$ cat src/rtl/timer_controle.sv
// timer_controle: Moore controller for a cascaded down-counter chain.
// Sequences load, prescaled counting, pause/resume and expiry detection.
// Optional build macro: TIMER_CONTROLE_AUTO_RELOAD_EN
//   defined   -> expiry reloads the chain and resumes counting, done pulses
//   undefined -> expiry parks in DONE with done held until acknowledged
//
// Handshake note: this block has no valid/ready channels. Inputs are plain
// levels sampled on every rising edge. Outputs are registered. loadn is a
// single-cycle low strobe, and en is a single-cycle high pulse.
module timer_controle #(
  parameter  int DIV = 4,
  localparam int PW  = $clog2(DIV) + 1
) (
  input  logic       clk,
  input  logic       clr,
  input  logic       start,
  input  logic       stop,
  input  logic       reload,
  input  logic       zero,
  output logic       loadn,
  output logic       en,
  output logic       done,
  output logic [2:0] state
);

  localparam logic [2:0] S_IDLE  = 3'd0;
  localparam logic [2:0] S_LOAD  = 3'd1;
  localparam logic [2:0] S_RUN   = 3'd2;
  localparam logic [2:0] S_PAUSE = 3'd3;
  localparam logic [2:0] S_DONE  = 3'd4;

  localparam logic [PW-1:0] PRESC_LAST = PW'(DIV - 1);

  logic [2:0]    state_q, state_d;
  logic [PW-1:0] presc_q, presc_d;
  logic          en_d, loadn_d, done_d;

  assign state = state_q;

  // Next-state, prescaler and output decode; priority reload > zero > stop > start > tick.
  always_comb begin
    state_d = state_q;
    presc_d = presc_q;
    en_d    = 1'b0;
    done_d  = 1'b0;
    case (state_q)
      S_IDLE: begin
        if (reload) begin
          state_d = S_LOAD;
        end else if (zero || stop) begin
          // Nothing to count, or a pause request overrides start.
          state_d = S_IDLE;
        end else if (start) begin
          state_d = S_RUN;
          presc_d = '0;
        end
      end
      S_LOAD: begin
        // The load strobe lasts exactly one cycle regardless of inputs.
`ifdef TIMER_CONTROLE_AUTO_RELOAD_EN
        state_d = S_RUN;
        presc_d = '0;
`else
        state_d = S_IDLE;
`endif
      end
      S_RUN: begin
        if (reload) begin
          state_d = S_LOAD;
        end else if (zero) begin
`ifdef TIMER_CONTROLE_AUTO_RELOAD_EN
          state_d = S_LOAD;
          done_d  = 1'b1;
`else
          state_d = S_DONE;
`endif
        end else if (stop) begin
          // Prescaler is held so the partial step survives the pause.
          state_d = S_PAUSE;
        end else if (presc_q == PRESC_LAST) begin
          presc_d = '0;
          en_d    = 1'b1;
        end else begin
          presc_d = presc_q + 1'b1;
        end
      end
      S_PAUSE: begin
        if (reload) begin
          state_d = S_LOAD;
        end else if (stop) begin
          state_d = S_PAUSE;
        end else if (start) begin
          state_d = S_RUN;
        end
      end
      S_DONE: begin
        if (reload) begin
          state_d = S_LOAD;
        end else if (stop) begin
          state_d = S_IDLE;
        end
      end
      default: begin
        // Unused codes recover to IDLE.
        state_d = S_IDLE;
      end
    endcase
    loadn_d = (state_d != S_LOAD);
`ifndef TIMER_CONTROLE_AUTO_RELOAD_EN
    done_d  = (state_d == S_DONE);
`endif
  end

  // State and registered outputs with synchronous reset.
  always_ff @(posedge clk) begin
    if (clr) begin
      state_q <= S_IDLE;
      presc_q <= '0;
      loadn   <= 1'b1;
      en      <= 1'b0;
      done    <= 1'b0;
    end else begin
      state_q <= state_d;
      presc_q <= presc_d;
      loadn   <= loadn_d;
      en      <= en_d;
      done    <= done_d;
    end
  end

endmodule

$ cat config.mk
export PLATFORM = sky130hd
export DESIGN_NAME = timer_controle
export DESIGN_NICKNAME = d
export VERILOG_FILES = /design/src/rtl/timer_controle.sv
export SDC_FILE = /design/constraint.sdc
export NUM_CORES = 1
export LEC_CHECK = 0
export CAP_MARGIN = 10
export CORE_AREA = 2 2 39 41
export CTS_CLUSTER_SIZE = 40
export DETAILED_ROUTE_END_ITERATION = 7
export DIE_AREA = 0 0 41 43
export GPL_TIMING_DRIVEN = 0
export HOLD_SLACK_MARGIN = 0.05
export MAX_ROUTING_LAYER = met4
export SLEW_MARGIN = 20
export SYNTH_ARGS = -nofsm -noshare
export SYNTH_HDL_FRONTEND = slang
export SYNTH_SLANG_ARGS = --single-unit
$ cat constraint.sdc
create_clock -name clk -period 3 [get_ports clk]
set_input_delay 0.45 -clock clk [delete_from_list [all_inputs] [get_ports clk]]
set_output_delay 0.45 -clock clk [all_outputs]
set_load 0.05 [all_outputs]
; ---- Word-level counts from Yosys, hierarchy flattened
; Index checks and enable logic that the tools add are counted.
[totals]
register_bits = 9
input_bits = 6
output_inout_bits = 6
elab_cells = 44
[op_classes]
add_sub_neg = 1
n_eq_ne = 12
muxes = 20
bitwise = 1
reduce_logical = 5
[op_table]
columns = cell, count
row1 = 3-bit two-way mux, 17
row2 = 2-bit != test (second input constant), 6
row3 = 3-bit case mux with 4 select lines, 1
row4 = 3-bit by 2-bit equality test with 1-bit output (second input constant), 3
row5 = 7-bit AND reduction, 1
row6 = 3-bit equality test (second input constant), 2
row7 = 3-bit case mux with 2 select lines, 1
row8 = 5-bit OR reduction, 1
row9 = 3-bit by 1-bit adder with 3-bit output (second input constant), 1
row10 = 3-bit logical NOT, 1
row11 = 3-bit by 1-bit != test with 1-bit output (second input constant), 1
row12 = 2-bit nonzero test, 1
row13 = 1-bit logical OR, 1
row14 = 1-bit two-way mux, 1
row15 = 1-bit NOT, 1

; ---- Logic depth before layout (Yosys ltp)
[depth]
depth_word = 6
ltp_mapped = 5
mapped_depth_nobuf = 5

; ---- Least setup slack after synthesis
; Ideal clock, no wire load.
[synth_path]
kind = flip-flop to flip-flop
from = reg state_q[0] (netlist: state[0])
to = reg presc_q[2]
arrival_ns = 1.676
required_time_ns = 2.885
setup_slack_ns = 1.208
path_stages_with_launch = 6
path_buffers = 1
period_less_slack_ns = 1.792
path_cell_list = dfxtp_1 > buf_6 > or4_4 > nor3_4 > o31ai_1 > and3_1
[synth_between]
elab_chain_cells = 3
word_cells_on_any_way = 11
[synth_lines]
columns = element, line
row1 = start: declaration, 34  ; logic [2:0] state_q, state_d;
row2 = start signal: assignment, 123  ; state_q <= state_d;
row3 = 3-bit by 2-bit equality test with 1-bit output / 3-bit logical NOT (equally long branches), 46  ; case (state_q)
row4 = 2-bit != test (no line) / 2-bit nonzero test (equally long branches), --
row5 = 7-bit AND reduction (no line), --
row6 = end signal: assignment, 124  ; presc_q <= presc_d;
row7 = end: declaration, 35  ; logic [PW-1:0] presc_q, presc_d;
; Several ways; a longest one is shown, not always the timed one.
; A chain may end at the register's enable or synchronous reset.

; ---- Worst setup path after layout
[layout_path]
from = reg state_q[2] (netlist: state[2])
to = out state[2]
[layout_lines]
columns = element, line
row1 = end: declaration, 23  ; output logic [2:0] state
; No word-level cell between the ends.

==> impl_metrics.json <==
{
  "status": "finished clean",
  "async_reset_ff_frac": 0,
  "p_switching_uw": 69.78,
  "grt-ovfl-total": 0,
  "synth.top_cell.area_share": 0.4248,
  "cts_sinks": 9,
  "synth_area_um2": 424.2,
  "mappedNetlistNets": 55,
  "max_slew_margin": 0.6661,
  "place_congestion": 0.7140,
  "pre_cts_slack_ns": 0.8430,
  "max_freq_mhz": 495.3,
  "grt_max_degree": 10,
  "insertion_delay_ns": 0.27,
  "r2r_cells": 5,
  "placed_cell_area_um2": 544.3,
  "clkSlewWorstSetupHoldPaths_ns": 0.07,
  "via_count": 397,
  "io_pins": 12,
  "fin_crit_ns": 2.019,
  "final_layout_size_suffix_gt1_frac": 0.1129,
  "slew_violations": 0,
  "drtAntennaViolNets": 0,
  "sw_frac_of_total": 0.2714,
  "design_area_um2": 571.8,
  "end_kind": "output port",
  "die-width_um": 41,
  "holdPathEnd": "presc_q[1]",
  "syn_inst": 48,
  "p_int_uw": 187.3,
  "criticalPathCategory": "register to output port",
  "die_h_um": 43,
  "hp-class": "register to register",
  "start_util": 0.3065,
  "critPathLaunchType": "register",
  "synth_common_cells": "nor2_1, dfxtp_1, nand2b_1, nor2b_1",
  "hold_start": "presc_q[1]",
  "ctsHoldBuffers": 0,
  "maxCapViolations": 0,
  "critPathTopFamily": "buffers and inverters",
  "cpMaxStageDelayCell": "clkdlybuf4s50_1",
  "final_nets": 70,
  "worst_slack_ns": 0.9811,
  "ys_warn_count": 0,
  "powerDensity_nw_per_um2": 449.6,
  "power.leakage_uw": 0.0002123,
  "antenna_found_initial": 0,
  "ys_ff_latch": 9,
  "yosysMostFrequentCell": "nor2_1",
  "hpwl_um": 672,
  "regToRegEndpoint": "presc_q[2]",
  "layout_worst_path_cycle_share": 0.6730,
  "grt_usage": 0.1395,
  "root_buffer": "clkbuf_4",
  "routed_wirelength_um": 875,
  "max_slew.worst_pin.slew_ns": 0.4993,
  "dr.pass1.iters": 4,
  "fin_skew_ns": 0.006378,
  "place.port_buffers": 10,
  "yosys-top-cells-area": "dfxtp_1, nor2_1, nand2b_1",
  "cts_buffer_depth": 2,
  "yosys.area.top_type": "dfxtp_1",
  "utilization": 0.4132,
  "comb_power_share": 0.150,
  "finalHoldViolCount": 0,
  "seqPwrFrac": 0.480,
  "path_depth": 1,
  "grt_pass1_vias": 381,
  "synthFlopType": "dfxtp_1",
  "drc": 0,
  "ys_seq_area_frac": 0.4248,
  "crit_path_max_incr_delay_ns": 0.85,
  "tns_ns": 0,
  "wl_per_cell_um": 11.22,
  "arrival_ns": 1.57,
  "syn_avg_cell_area_um2": 8.837,
  "htree_levels": 1,
  "coreArea_um2": 1384,
  "grt_pass1_wl_um": 1587,
  "rsz0062_at_grt": "no",
  "row_count": 14,
  "required_ns": 2.55,
  "cp_max_fo": 6,
  "syn2layout_area_growth_pct": 34.81,
  "diodes": 0,
  "post_cts_resized": 0,
  "cp_num_buf_inv": 1,
  "viasPerCell": 5.090,
  "synth.distinct_cells": 23,
  "cts_tree": "yes",
  "dr.first_iter.drc_count": 6,
  "die-area_um2": 1763,
  "cp_cell_sequence": "clkdlybuf4s50_1",
  "finalSetupViolCount": 0,
  "synth_edf_count": 0,
  "ir_drop_uv": 246.6,
  "numCtsBuffers": 3,
  "clockPowerShare": 0.370,
  "reg2reg_from": "state[0]",
  "rrSetupSlack_ns": 1.37,
  "whs_path_depth": 2,
  "cts_setup_buffers": 0
}
-- how the worst max path moves through the flow --
stage / startpoint / end / slack (ns)
6_report: state[2] / state[2] / 0.98
5_1_grt: state[2] / state[2] / 0.92
4_1_cts: state[2] / state[2] / 0.96
3_5_place_dp: stop / presc_q[2] / 0.84
3_3_place_gp: stop / presc_q[2] / 0.87
2_1_floorplan: state[0] / presc_q[2] / 1.21
-- metrics by stage --
stage | power [uW] | hold WS (ns) | instances
global placement | 164.5 | 0.4582 | 74
finish | 257.1 | 0.4725 | 78
global route | 267.8 | 0.5016 | 78
detailed placement | 165.0 | 0.4718 | 74
CTS | 260.5 | 0.4805 | 78
floorplan | 149.9 | 0.4494 | 48
-- placed cells by master, fill, tap and decap left out --
| cell type | Yosys | routed |
|---|---|---|
| ha_1 | 1 | 1 |
| nor3_4 | 1 | 1 |
| nand2b_1 | 3 | 3 |
| nand3_1 | 2 | 2 |
| nor4b_1 | 1 | 1 |
| o21ai_0 | 1 | 1 |
| a32o_1 | 1 | 1 |
| a211oi_1 | 1 | 1 |
| clkbuf_4 | 0 | 3 |
| dfxtp_1 | 9 | 9 |
| or4_4 | 1 | 1 |
| nor2_1 | 10 | 10 |
| buf_6 | 1 | 1 |
| inv_1 | 2 | 2 |
| mux2i_1 | 1 | 1 |
| clkbuf_1 | 1 | 1 |
| clkinv_2 | 0 | 1 |
| nor3_1 | 2 | 2 |
| a21oi_1 | 2 | 2 |
| nor4_1 | 1 | 1 |
| and3_1 | 1 | 1 |
| or4_1 | 1 | 1 |
| a22oi_1 | 1 | 1 |
| nor2b_1 | 3 | 3 |
| o31ai_1 | 1 | 1 |
| clkdlybuf4s50_1 | 0 | 10 |
-- state kept, by name, indices dropped and copies added (netlist names) --
name	cells
done	1
en	1
loadn	1
state	3
presc_q	3
-- metal layers --
metal | vias to the layer above | global-route usage | routed length (um)
met5 | - | - | 0
li1 | 198 | - | -
met1 | 185 | 0.1629 | 394
met4 | 0 | 0.08000 | 10
met3 | 2 | 0.06283 | 49
met2 | 12 | 0.1906 | 421
-- logic make-up (layout without fill, tap and decap cells) --
kind of cell / count (synthesis) / count (layout) / synth area share
and+or+nand+nor: 26 / 26 / 0.3570
AOI/OAI and AO/OA: 7 / 7 / 0.1121
DFF: 9 / 9 / 0.4248
muxes: 1 / 1 / 0.02360
buffers and inverters: 4 / 18 / 0.05309
adders and majority gates: 1 / 1 / 0.02949
-- cell type report --
class / count / area, um2
inverters: 2 / 7.507
repair buffers: 10 / 100.1
plain buffers: 2 / 15.01
fillers: 144 / 812.0
clock inverters: 1 / 5.005
well taps: 16 / 20.02
multi-input cells: 35 / 221.5
flip-flops and latches: 9 / 180.2
clock buffers: 3 / 22.52
-- power by group through the flow --
stage / clock (uW) / sequential (uW) / combinational, uW
after floorplan: 0 / 134 / 15.8
after global placement: 0 / 126 / 38.5
after detailed placement: 0 / 126 / 38.9
after CTS: 98.2 / 123 / 38.9
after global routing: 102 / 124 / 42.2
final: 95.1 / 123 / 38.6
No activity file was read; power rests on OpenSTA's default activity.
